File: src/rtl/mul_div_unit_if.sv
// Request/result bundle between the Execute stage and the multiply/divide unit.
// Latency: none (wires only).
// Backpressure: none; the master watches stall_req and busy before issuing.
//   master : start, op, src_a, src_b, flush -> ; <- busy, done, stall_req, results, flags, div_zero
//   slave  : the unit side of the same signals
interface mul_div_unit_if #(
    parameter int WIDTH = 32
);
    logic             start;
    logic [1:0]       op;         // 00 UMUL, 01 SMUL, 10 UDIV, 11 SDIV
    logic [WIDTH-1:0] src_a;      // multiplicand / dividend
    logic [WIDTH-1:0] src_b;      // multiplier / divisor
    logic             flush;
    logic             busy;
    logic             done;
    logic             stall_req;
    logic [WIDTH-1:0] result_lo;  // product low word / quotient
    logic [WIDTH-1:0] result_hi;  // product high word / remainder
    logic [1:0]       flags;      // {N, Z}
    logic             div_zero;

    modport master (
        output start, op, src_a, src_b, flush,
        input  busy, done, stall_req, result_lo, result_hi, flags, div_zero
    );

    modport slave (
        input  start, op, src_a, src_b, flush,
        output busy, done, stall_req, result_lo, result_hi, flags, div_zero
    );
endinterface

File: src/rtl/mul_div_unit.sv
// Iterative radix-2 multiply (shift-add) / divide (restoring) unit, one bit per cycle.
// Latency: WIDTH cycles busy, done in cycle WIDTH+1 after start; divide-by-zero completes in 1 cycle.
// Backpressure: start is ignored while busy (no queueing); stall_req holds the pipeline meanwhile.
//   Ports: i_clk, i_reset (sync, active-high), io_bus (mul_div_unit_if.slave).
module mul_div_unit #(
    parameter int WIDTH = 32
) (
    input  logic            i_clk,
    input  logic            i_reset,
    mul_div_unit_if.slave   io_bus
);
    localparam int CNT_W = $clog2(WIDTH + 1);

    typedef enum logic [1:0] {S_IDLE, S_RUN, S_DONE} state_t;

    state_t             r_state;
    logic [1:0]         r_op;
    logic [WIDTH-1:0]   r_hi;        // partial product high word / partial remainder
    logic [WIDTH-1:0]   r_mq;        // multiplier shifting out / dividend shifting into quotient
    logic [WIDTH-1:0]   r_d;         // |multiplicand| or |divisor|
    logic               r_sign_q;
    logic               r_sign_r;
    logic [CNT_W-1:0]   r_cnt;
    logic               r_busy;
    logic               r_done;
    logic [WIDTH-1:0]   r_res_lo;
    logic [WIDTH-1:0]   r_res_hi;
    logic [1:0]         r_flags;
    logic               r_div_zero;

    // Operand magnitudes; unsigned ops pass operands through untouched.
    logic [WIDTH-1:0]   w_abs_a, w_abs_b;
    logic               w_accept, w_b_zero, w_is_div;
    assign w_abs_a  = (io_bus.op[0] && io_bus.src_a[WIDTH-1]) ? -io_bus.src_a : io_bus.src_a;
    assign w_abs_b  = (io_bus.op[0] && io_bus.src_b[WIDTH-1]) ? -io_bus.src_b : io_bus.src_b;
    assign w_accept = io_bus.start && !io_bus.flush && (r_state != S_RUN);
    assign w_b_zero = (io_bus.src_b == '0);
    assign w_is_div = r_op[1];

    // Multiply step: conditionally add, then shift {carry, hi, mq} right by one.
    logic [WIDTH:0]     w_mul_sum;
    logic [WIDTH-1:0]   w_mul_hi, w_mul_lo;
    assign w_mul_sum = {1'b0, r_hi} + (r_mq[0] ? {1'b0, r_d} : '0);
    assign w_mul_hi  = w_mul_sum[WIDTH:1];
    assign w_mul_lo  = {w_mul_sum[0], r_mq[WIDTH-1:1]};

    // Divide step: shift next dividend bit into the remainder, subtract if it fits.
    // The difference always fits WIDTH bits when it is taken, so modular subtraction suffices.
    logic [WIDTH:0]     w_div_shift;
    logic               w_div_ge;
    logic [WIDTH-1:0]   w_div_hi, w_div_lo;
    assign w_div_shift = {r_hi, r_mq[WIDTH-1]};
    assign w_div_ge    = (w_div_shift >= {1'b0, r_d});
    assign w_div_hi    = w_div_ge ? (w_div_shift[WIDTH-1:0] - r_d) : w_div_shift[WIDTH-1:0];
    assign w_div_lo    = {r_mq[WIDTH-2:0], w_div_ge};

    logic [WIDTH-1:0]   w_nx_hi, w_nx_lo;
    assign w_nx_hi = w_is_div ? w_div_hi : w_mul_hi;
    assign w_nx_lo = w_is_div ? w_div_lo : w_mul_lo;

    // Sign fix-up applied to the value the final iteration produces.
    logic [2*WIDTH-1:0] w_prod, w_prod_fx;
    logic [WIDTH-1:0]   w_quo_fx, w_rem_fx, w_fin_lo, w_fin_hi;
    logic [1:0]         w_fin_flags;
    assign w_prod      = {w_nx_hi, w_nx_lo};
    assign w_prod_fx   = (r_op == 2'b01 && r_sign_q) ? -w_prod : w_prod;
    assign w_quo_fx    = (r_op == 2'b11 && r_sign_q) ? -w_nx_lo : w_nx_lo;
    assign w_rem_fx    = (r_op == 2'b11 && r_sign_r) ? -w_nx_hi : w_nx_hi;
    assign w_fin_lo    = w_is_div ? w_quo_fx : w_prod_fx[WIDTH-1:0];
    assign w_fin_hi    = w_is_div ? w_rem_fx : w_prod_fx[2*WIDTH-1:WIDTH];
    assign w_fin_flags = w_is_div ? {w_fin_lo[WIDTH-1], (w_fin_lo == '0)}
                                  : {w_fin_hi[WIDTH-1], ({w_fin_hi, w_fin_lo} == '0)};

    always_ff @(posedge i_clk) begin
        if (i_reset) begin
            r_state    <= S_IDLE;
            r_op       <= '0;
            r_hi       <= '0;
            r_mq       <= '0;
            r_d        <= '0;
            r_sign_q   <= 1'b0;
            r_sign_r   <= 1'b0;
            r_cnt      <= '0;
            r_busy     <= 1'b0;
            r_done     <= 1'b0;
            r_res_lo   <= '0;
            r_res_hi   <= '0;
            r_flags    <= '0;
            r_div_zero <= 1'b0;
        end else begin
            case (r_state)
                S_IDLE, S_DONE: begin
                    r_done <= 1'b0;
                    r_busy <= 1'b0;
                    r_state <= S_IDLE;
                    if (w_accept) begin
                        r_op <= io_bus.op;
                        if (io_bus.op[1] && w_b_zero) begin
                            // Zero divisor completes immediately without iterating.
                            r_res_lo   <= '1;
                            r_res_hi   <= io_bus.src_a;
                            r_flags    <= 2'b10;
                            r_div_zero <= 1'b1;
                            r_done     <= 1'b1;
                            r_state    <= S_DONE;
                        end else begin
                            r_hi     <= '0;
                            r_mq     <= w_abs_a;
                            r_d      <= w_abs_b;
                            r_sign_q <= io_bus.op[0] & (io_bus.src_a[WIDTH-1] ^ io_bus.src_b[WIDTH-1]);
                            r_sign_r <= io_bus.op[0] & io_bus.src_a[WIDTH-1];
                            r_cnt    <= CNT_W'(WIDTH);
                            r_busy   <= 1'b1;
                            r_state  <= S_RUN;
                        end
                    end
                end
                S_RUN: begin
                    if (io_bus.flush) begin
                        r_busy  <= 1'b0;
                        r_state <= S_IDLE;
                    end else begin
                        r_hi  <= w_nx_hi;
                        r_mq  <= w_nx_lo;
                        r_cnt <= r_cnt - CNT_W'(1);
                        if (r_cnt == CNT_W'(1)) begin
                            r_res_lo   <= w_fin_lo;
                            r_res_hi   <= w_fin_hi;
                            r_flags    <= w_fin_flags;
                            r_div_zero <= 1'b0;
                            r_done     <= 1'b1;
                            r_busy     <= 1'b0;
                            r_state    <= S_DONE;
                        end
                    end
                end
                default: r_state <= S_IDLE;
            endcase
        end
    end

    assign io_bus.busy      = r_busy;
    assign io_bus.done      = r_done;
    assign io_bus.stall_req = (io_bus.start & ~r_busy) | r_busy;
    assign io_bus.result_lo = r_res_lo;
    assign io_bus.result_hi = r_res_hi;
    assign io_bus.flags     = r_flags;
    assign io_bus.div_zero  = r_div_zero;
endmodule
File: src/flat_wrapper.sv
// flat-port wrapper written by rule: the top's interface ports become plain ports
module mul_div_unit_flat 
#(
    parameter int WIDTH = 32
)
  (i_clk, i_reset, io_bus_start, io_bus_op, io_bus_src_a, io_bus_src_b, io_bus_flush, io_bus_busy, io_bus_done, io_bus_stall_req, io_bus_result_lo, io_bus_result_hi, io_bus_flags, io_bus_div_zero);
  mul_div_unit_if #(.WIDTH(WIDTH)) io_bus_i ();
  input  logic i_clk;
  input  logic i_reset;
  input wire logic [$bits(io_bus_i.start)-1:0] io_bus_start;
  input wire logic [$bits(io_bus_i.op)-1:0] io_bus_op;
  input wire logic [$bits(io_bus_i.src_a)-1:0] io_bus_src_a;
  input wire logic [$bits(io_bus_i.src_b)-1:0] io_bus_src_b;
  input wire logic [$bits(io_bus_i.flush)-1:0] io_bus_flush;
  output wire logic [$bits(io_bus_i.busy)-1:0] io_bus_busy;
  output wire logic [$bits(io_bus_i.done)-1:0] io_bus_done;
  output wire logic [$bits(io_bus_i.stall_req)-1:0] io_bus_stall_req;
  output wire logic [$bits(io_bus_i.result_lo)-1:0] io_bus_result_lo;
  output wire logic [$bits(io_bus_i.result_hi)-1:0] io_bus_result_hi;
  output wire logic [$bits(io_bus_i.flags)-1:0] io_bus_flags;
  output wire logic [$bits(io_bus_i.div_zero)-1:0] io_bus_div_zero;
  assign io_bus_i.start = io_bus_start;
  assign io_bus_i.op = io_bus_op;
  assign io_bus_i.src_a = io_bus_src_a;
  assign io_bus_i.src_b = io_bus_src_b;
  assign io_bus_i.flush = io_bus_flush;
  assign io_bus_busy = io_bus_i.busy;
  assign io_bus_done = io_bus_i.done;
  assign io_bus_stall_req = io_bus_i.stall_req;
  assign io_bus_result_lo = io_bus_i.result_lo;
  assign io_bus_result_hi = io_bus_i.result_hi;
  assign io_bus_flags = io_bus_i.flags;
  assign io_bus_div_zero = io_bus_i.div_zero;
  mul_div_unit #(.WIDTH(WIDTH)) u_core (.i_clk(i_clk), .i_reset(i_reset), .io_bus(io_bus_i));
endmodule
File: config.mk
export PLATFORM = sky130hd
export DESIGN_NAME = mul_div_unit_flat
export DESIGN_NICKNAME = d
export VERILOG_FILES = /design/src/rtl/mul_div_unit_if.sv /design/src/rtl/mul_div_unit.sv /design/src/flat_wrapper.sv
export SDC_FILE = /design/constraint.sdc
export NUM_CORES = 1
export LEC_CHECK = 0
export ABC_AREA = 1
export CAP_MARGIN = 10
export CORE_MARGIN = 2
export CORE_UTILIZATION = 47
export CTS_CLUSTER_DIAMETER = 80
export DETAILED_ROUTE_END_ITERATION = 10
export GPL_TIMING_DRIVEN = 0
export PLACE_DENSITY = 0.71
export REMOVE_ABC_BUFFERS = 1
export SYNTH_ARGS = -nofsm -noshare
export SYNTH_HDL_FRONTEND = slang
export SYNTH_SLANG_ARGS = --single-unit
File: constraint.sdc
create_clock -name i_clk -period 8.7 [get_ports i_clk]
set_input_delay 1.305 -clock i_clk [delete_from_list [all_inputs] [get_ports i_clk]]
set_output_delay 1.305 -clock i_clk [all_outputs]
set_load 0.02 [all_outputs]
## After elaboration in Yosys (flattened, before gate mapping)

Index checks and enable logic that the tools add are counted.

| word-level totals | value |
|---|---|
| bits in registers | 177 |
| input bits | 70 |
| output and inout bits | 70 |

| operators by class | value |
|---|---|
| add/subtract/negate cells | 8 |
| $lt $le $gt $ge | 1 |
| eq/ne operators | 12 |
| multiplexer cells | 58 |
| bitwise logic cells | 7 |
| reductions and logical operators | 21 |

Operator list:

| operator | count |
|---|---|
| 32-bit 2-to-1 mux | 24 |
| 32-bit one-hot mux with 2 select lines | 4 |
| 32-bit negator | 4 |
| 32-bit zero test | 2 |
| 64-bit zero test | 1 |
| 64-bit 2-to-1 mux | 1 |
| 64-bit negator | 1 |
| 32-bit by 33-bit adder with 33-bit output | 1 |
| 33-bit by 32-bit >= comparator with 1-bit output | 1 |
| 32-bit subtractor | 1 |
| 2-bit 2-to-1 mux | 9 |
| 6-bit 2-to-1 mux | 3 |
| 6-bit one-hot mux with 2 select lines | 1 |
| 1-bit 2-to-1 mux | 11 |
| 1-bit logical AND | 8 |
| 2-bit by 1-bit inequality test with 1-bit output (second input constant) | 4 |
| 2-bit one-hot mux with 2 select lines | 2 |
| 6-bit by 1-bit == test with 1-bit output (second input constant) | 1 |
| 1-bit one-hot mux with 2 select lines | 3 |
| 3-bit AND reduction | 2 |
| 6-bit by 1-bit subtractor with 6-bit output (second input constant) | 1 |
| 5-bit AND reduction | 1 |
| 2-bit by 1-bit == test with 1-bit output (second input constant) | 2 |
| 2-bit == test (second input constant) | 2 |
| 12 further kinds | 17 |

## Longest topological paths before layout

| logic depth | value |
|---|---|
| depth in word-level cells | 11 |
| gate-level depth with buffers | 38 |
| depth with buffers taken out | 37 |

## Least setup slack after synthesis

OpenSTA, ideal clock, no wires.

| path | value |
|---|---|
| path type | reg2reg |
| start point | register u_core.r_d[7] |
| end point | register u_core.r_flags[0] (netlist: u_core.io_bus.flags[0]) |
| setup time | 0.067 ns |
| arrival time | 3.831 ns |
| slack | 4.802 ns |
| stages on the path, launching flop included | 38 |
| period minus slack after synthesis | 3.898 ns |
| cell sequence | dfxtp_1 inv_1 ha_1 nand2_1 inv_1 nand2_1 nand2_1 inv_1 nand3_2 nand2_1 nand2_2 nand2_2 buf_6 nand3_2 o21ai_2 ha_1 nand3_1 nor2_1 [... 2 more ...] nand4_4 nor2_4 nand4_2 nor2_2 nand2_1 nand2_2 nand2_2 nor2_4 nand2_1 nand2_1 nand2_1 nor2_1 nand3_1 nor2_1 nand2_1 o21bai_1 nand2_1 a21oi_2 |

| between the ends | value |
|---|---|
| word-level cells in the longest chain between the ends | 11 |

Ends and longest elaborated chain:

| item | line | RTL |
|---|---|---|
| from (decl) | mul_div_unit.sv:20 | `logic [WIDTH-1:0] r_d;` |
| from (signal assigned) | mul_div_unit.sv:109 | `r_d <= w_abs_b;` |
| 32-bit 2-to-1 mux (tied with other cells) | mul_div_unit.sv:43 | `assign w_mul_sum = {1'b0, r_hi} + (r_mq[0] ? {1'b0, r_d} : '0);` |
| 32-bit by 33-bit adder with 33-bit output / 32-bit 2-to-1 mux (equally long branches) | mul_div_unit.sv:43, mul_div_unit.sv:54 |  |
| 32-bit 2-to-1 mux | mul_div_unit.sv:58 | `assign w_nx_hi = w_is_div ? w_div_hi : w_mul_hi;` |
| 64-bit negator / 32-bit negator (equally long branches) | mul_div_unit.sv:66, mul_div_unit.sv:68 |  |
| 64-bit 2-to-1 mux / 32-bit 2-to-1 mux (equally long branches) | mul_div_unit.sv:66, mul_div_unit.sv:68 |  |
| 32-bit 2-to-1 mux | mul_div_unit.sv:70 | `assign w_fin_hi = w_is_div ? w_rem_fx : w_prod_fx[2*WIDTH-1:WIDTH];` |
| 64-bit zero test | mul_div_unit.sv:72 | `: {w_fin_hi[WIDTH-1], ({w_fin_hi, w_fin_lo} == '0)};` |
| 2-bit 2-to-1 mux * | mul_div_unit.sv:71 | `assign w_fin_flags = w_is_div ? {w_fin_lo[WIDTH-1], (w_fin_lo == '0)}` |
| 2-bit 2-to-1 mux * | mul_div_unit.sv:126 | `if (r_cnt == CNT_W'(1)) begin` |
| 2-bit 2-to-1 mux * | mul_div_unit.sv:119 | `if (io_bus.flush) begin` |
| 2-bit one-hot mux with 2 select lines * | mul_div_unit.sv:91 | `case (r_state)` |
| to (signal assigned) | mul_div_unit.sv:129 | `r_flags <= w_fin_flags;` |
| to (decl) | mul_div_unit.sv:28 | `logic [1:0] r_flags;` |

Mark *: on every way between the ends. The rest lies on a longest branch, timed or not. The select of a mux whose other input is x is not followed.
A chain may end at the register's enable or synchronous reset.

## Worst setup path in the final report

| path | value |
|---|---|
| start point | input io_bus_src_b[1] |
| end point | register u_core.r_cnt[5] |

| between the ends | value |
|---|---|
| word-level cells in the longest chain between the ends | 4 |

Ends and longest elaborated chain:

| item | line | RTL |
|---|---|---|
| from (decl) | flat_wrapper.sv:13 | `input wire logic [$bits(io_bus_i.src_b)-1:0] io_bus_src_b;` |
| 32-bit zero test | mul_div_unit.sv:37 | `assign w_b_zero = (io_bus.src_b == '0);` |
| 1-bit logical AND | mul_div_unit.sv:98 | `if (io_bus.op[1] && w_b_zero) begin` |
| 2-bit inequality test (no source line) | - |  |
| 4-bit AND reduction (no source line) | - |  |
| to (signal assigned) | mul_div_unit.sv:112 | `r_cnt <= CNT_W'(WIDTH);` |
| to (signal assigned) | mul_div_unit.sv:125 | `r_cnt <= r_cnt - CNT_W'(1);` |
| to (decl) | mul_div_unit.sv:23 | `logic [CNT_W-1:0] r_cnt;` |

No other way between the ends.

==> impl_metrics.toml <==
[status]
status = "finished, final reports clean"

[timing]
slew_viol_final = 0
rsz0062_at_grt = "false"
fin_tns_setup_ns = 0
fmax_mhz = 144
finClkSkew_ns = 0.0257
setup_viol = 0
finalHoldViolations = 0
min_period_ns = 6.93
slew_headroom_pct = 17.1
worstMarginPinSlew_ns = 1.24
fin_crit_sh_pct = 79.7

[yosys]
synth.top_cell.area_share_pct = 20.2
synth_edf_count = 0
avgSynthCellArea_um2 = 5.72
postSynth.asyncResetShare_pct = 0
synth_adder_area_share_pct = 5.15
ys_seq_elements = 177
synth_mux_area_share_pct = 0
yosysMostFrequentCell = "nand2_1"
synth_common_cells = "938 x nand2_1, 395 x inv_1, 307 x nor2_1, 250 x nand3_1, 180 x a21oi_1"
syn-cell-area_mm2 = 0.0175
yosysSeqAreaShare_pct = 20.2
synth_top_cell_by_area = "dfxtp_1"
yosys-top-cells-area = "dfxtp_1 20%, nand2_1 20%, inv_1 8.5%"
yosysUniqueCellTypes = 61
synth-simple-area-share_pct = 42.2
synth_top_family_by_area = "simple AND/OR/NAND/NOR gates"
synthCells = 3069
synth_compound_area_share_pct = 16.5
synth_ff_type = "dfxtp_1"
yosysWarnings = 0
synthXorXnorAreaFrac_pct = 4.14

[layout]
syn_to_final_growth_pct = 13.1
antennaDiodeCount = 0
layout-drive-gt1-share_pct = 4.46
seq_area_mm2 = 0.00355
multi_input_area_mm2 = 0.0119
fin_cells = 3608
nets = 3268
final_util_pct = 54.1
fill_cells = 3880

[global_route]
antenna_found_initial = 0
grt-ovfl-total = 0
grt_start_max_net_pins = 93
grt_pass1_vias = 19000
grtUsageTotal_pct = 38.5
grt_pass1_wl_um = 114000

[power_and_ir_drop]
peakVddDrop_v = 0.000153
power.density_mw_per_mm2 = 127
power_uw = 2520
power.leakage_uw = 0.00961

[setup_path]
cpMostUsedCell = "inv_1"
cp-start-kind = "primary input"
crit_path_max_fanout = 46
crit_arrival_ns = 7.33
cpPeakStageDelay_ns = 0.91
end_kind = "flop"
cp_top_family = "simple AND/OR/NAND/NOR gates"
crit_required_ns = 9.10
worstPathCellList = "clkdlybuf4s50_1, inv_1, ha_1, inv_1, nor4_1, inv_1, nor2_1, nand3_1, nor3_2, nand4_1, nor4_2, nand4_1, nand2_1, inv_2, nor2_4, buf_12, inv_2, nand3_1, inv_1, nand2_1, o21ai_0, a31oi_1"
worst-path-buf-inv = 8
worstSetupPathType = "primary input to flop"
critPathSlowestCell = "nand2_1"

[hold_path]
worstHoldPathType = "flop to flop"

[clocking]
hold_buffers = 0
post_cts_buffers = 0
clk_pin_slew_ns = 0.08
cts_tree = "done"
cts_buffers = 17
cts_num_sinks = 177
root_buffer = "clkbuf_16"
cts-resized-gates = 0
clockBufferDepth = 2
htreeDepth = 4
clock_latency_ns = 0.50

[drt]
via_per_inst = 5.89
dr.pass1.iters = 8
wl_per_cell_um = 20.9
drt_iter0_markers = 2689
drc = 0
vias = 21200
drt_wl_total_um = 75500
drtAntennaViolNets = 0

[placed_design]
io_buffers = 139
hpwl_um = 59900
dpl.cell_count = 3575
gp_congestion = 1.01

[floorplanning]
start_util_pct = 47.8
fp-row-count = 70
ioPinCount = 140
die-area_mm2 = 0.0389
die_w_um = 197
fp.dieH_um = 197
coreArea_mm2 = 0.0367

[run]
cap_violations = 0
## per-layer routing
metal | part of all wire (%) | GRT usage, % | wire length (um) | vias to the layer above
met4 | 2.6 | 11.1 | 1970 | 0
met1 | 46 | 56.5 | 34500 | 9919
met2 | 41 | 55.2 | 30700 | 1051
met5 | 0 | 0 | 0 | -
li1 | - | - | - | 10200
met3 | 11 | 9.44 | 8280 | 120
## cell usage in the layout (no fill, tap or decap), types with 18 or more instances in the layout
cell,netlist,layout
nor3_1,40,39
xnor2_1,25,25
ha_1,69,69
a21oi_1,180,180
a211oi_1,21,21
o21ai_0,144,144
clkdlybuf4s50_1,0,138
a31oi_1,38,38
xor2_1,58,58
o21ai_1,18,18
nor2_1,307,304
nand2_1,938,937
inv_1,395,394
dfxtp_1,177,176
nand3b_1,25,25
nand3_1,250,250
nor2_2,20,20
nand4_1,71,71
## stage by stage
| step | hold WS (ns) | setup slack [ns] | instance area [um^2] |
|---|---|---|---|
| 3_3_place_gp | 0.443 | -2.60 | 19000 |
| 2_1_floorplan | 0.432 | 2.53 | 17000 |
| 4_1_cts | 0.473 | 1.93 | 19800 |
| 5_1_grt | 0.496 | 1.41 | 19800 |
| 6_report | 0.470 | 1.77 | 19800 |
| 3_5_place_dp | 0.462 | 1.42 | 19200 |
## final timing paths
path,from,to,slack (ns),cells after the start
max reg2reg,u_core.r_d[7]$_SDFFE_PP0P_,u_core.io_bus.flags[0]$_SDFFE_PP0P_,1.94,31
max,io_bus_src_b[1],u_core.r_cnt[5]$_SDFFE_PP0P_,1.77,22
min,u_core.r_cnt[3]$_SDFFE_PP0P_,u_core.r_cnt[3]$_SDFFE_PP0P_,0.47,2
min reg2reg,u_core.r_cnt[3]$_SDFFE_PP0P_,u_core.r_cnt[3]$_SDFFE_PP0P_,0.47,2
## state kept, by name (all words and copies together), names as in the netlist, 6 cells and up
register                 count
u_core.r_hi                 32
u_core.r_mq                 32
u_core.r_d                  32
u_core.r_cnt                 6
u_core.io_bus.result_hi     32
u_core.io_bus.result_lo     32
## worst min-delay path, cell delays in order (launching register included)
cell and delay [ns]:
dfxtp_1 0.31, nand2_1 0.06, a21oi_1 0.06
## cells by family (layout without fill, tap and decap cells)
group | Yosys count | after routing
xor+xnor | 83 | 83
flops | 177 | 177
simple gates | 1720 | 1720
buf+inv | 522 | 593
compound gates | 496 | 496
fa+ha+maj | 71 | 71
## layout make-up
type | instances | area share (%)
clock buffer | 17 | 2.14
clock inverter | 15 | 0.820
inverter | 411 | 7.79
multi-input combinational | 2370 | 60.2
sequential | 177 | 17.9
tap | 468 | 2.95
timing repair buffer | 150 | 8.19
## report_power, final
group	internal, uW	switching, uW
sequential	840	34.9
clock	407	423
combinational	242	575
Note: power is estimated with default switching activity, not from simulation.
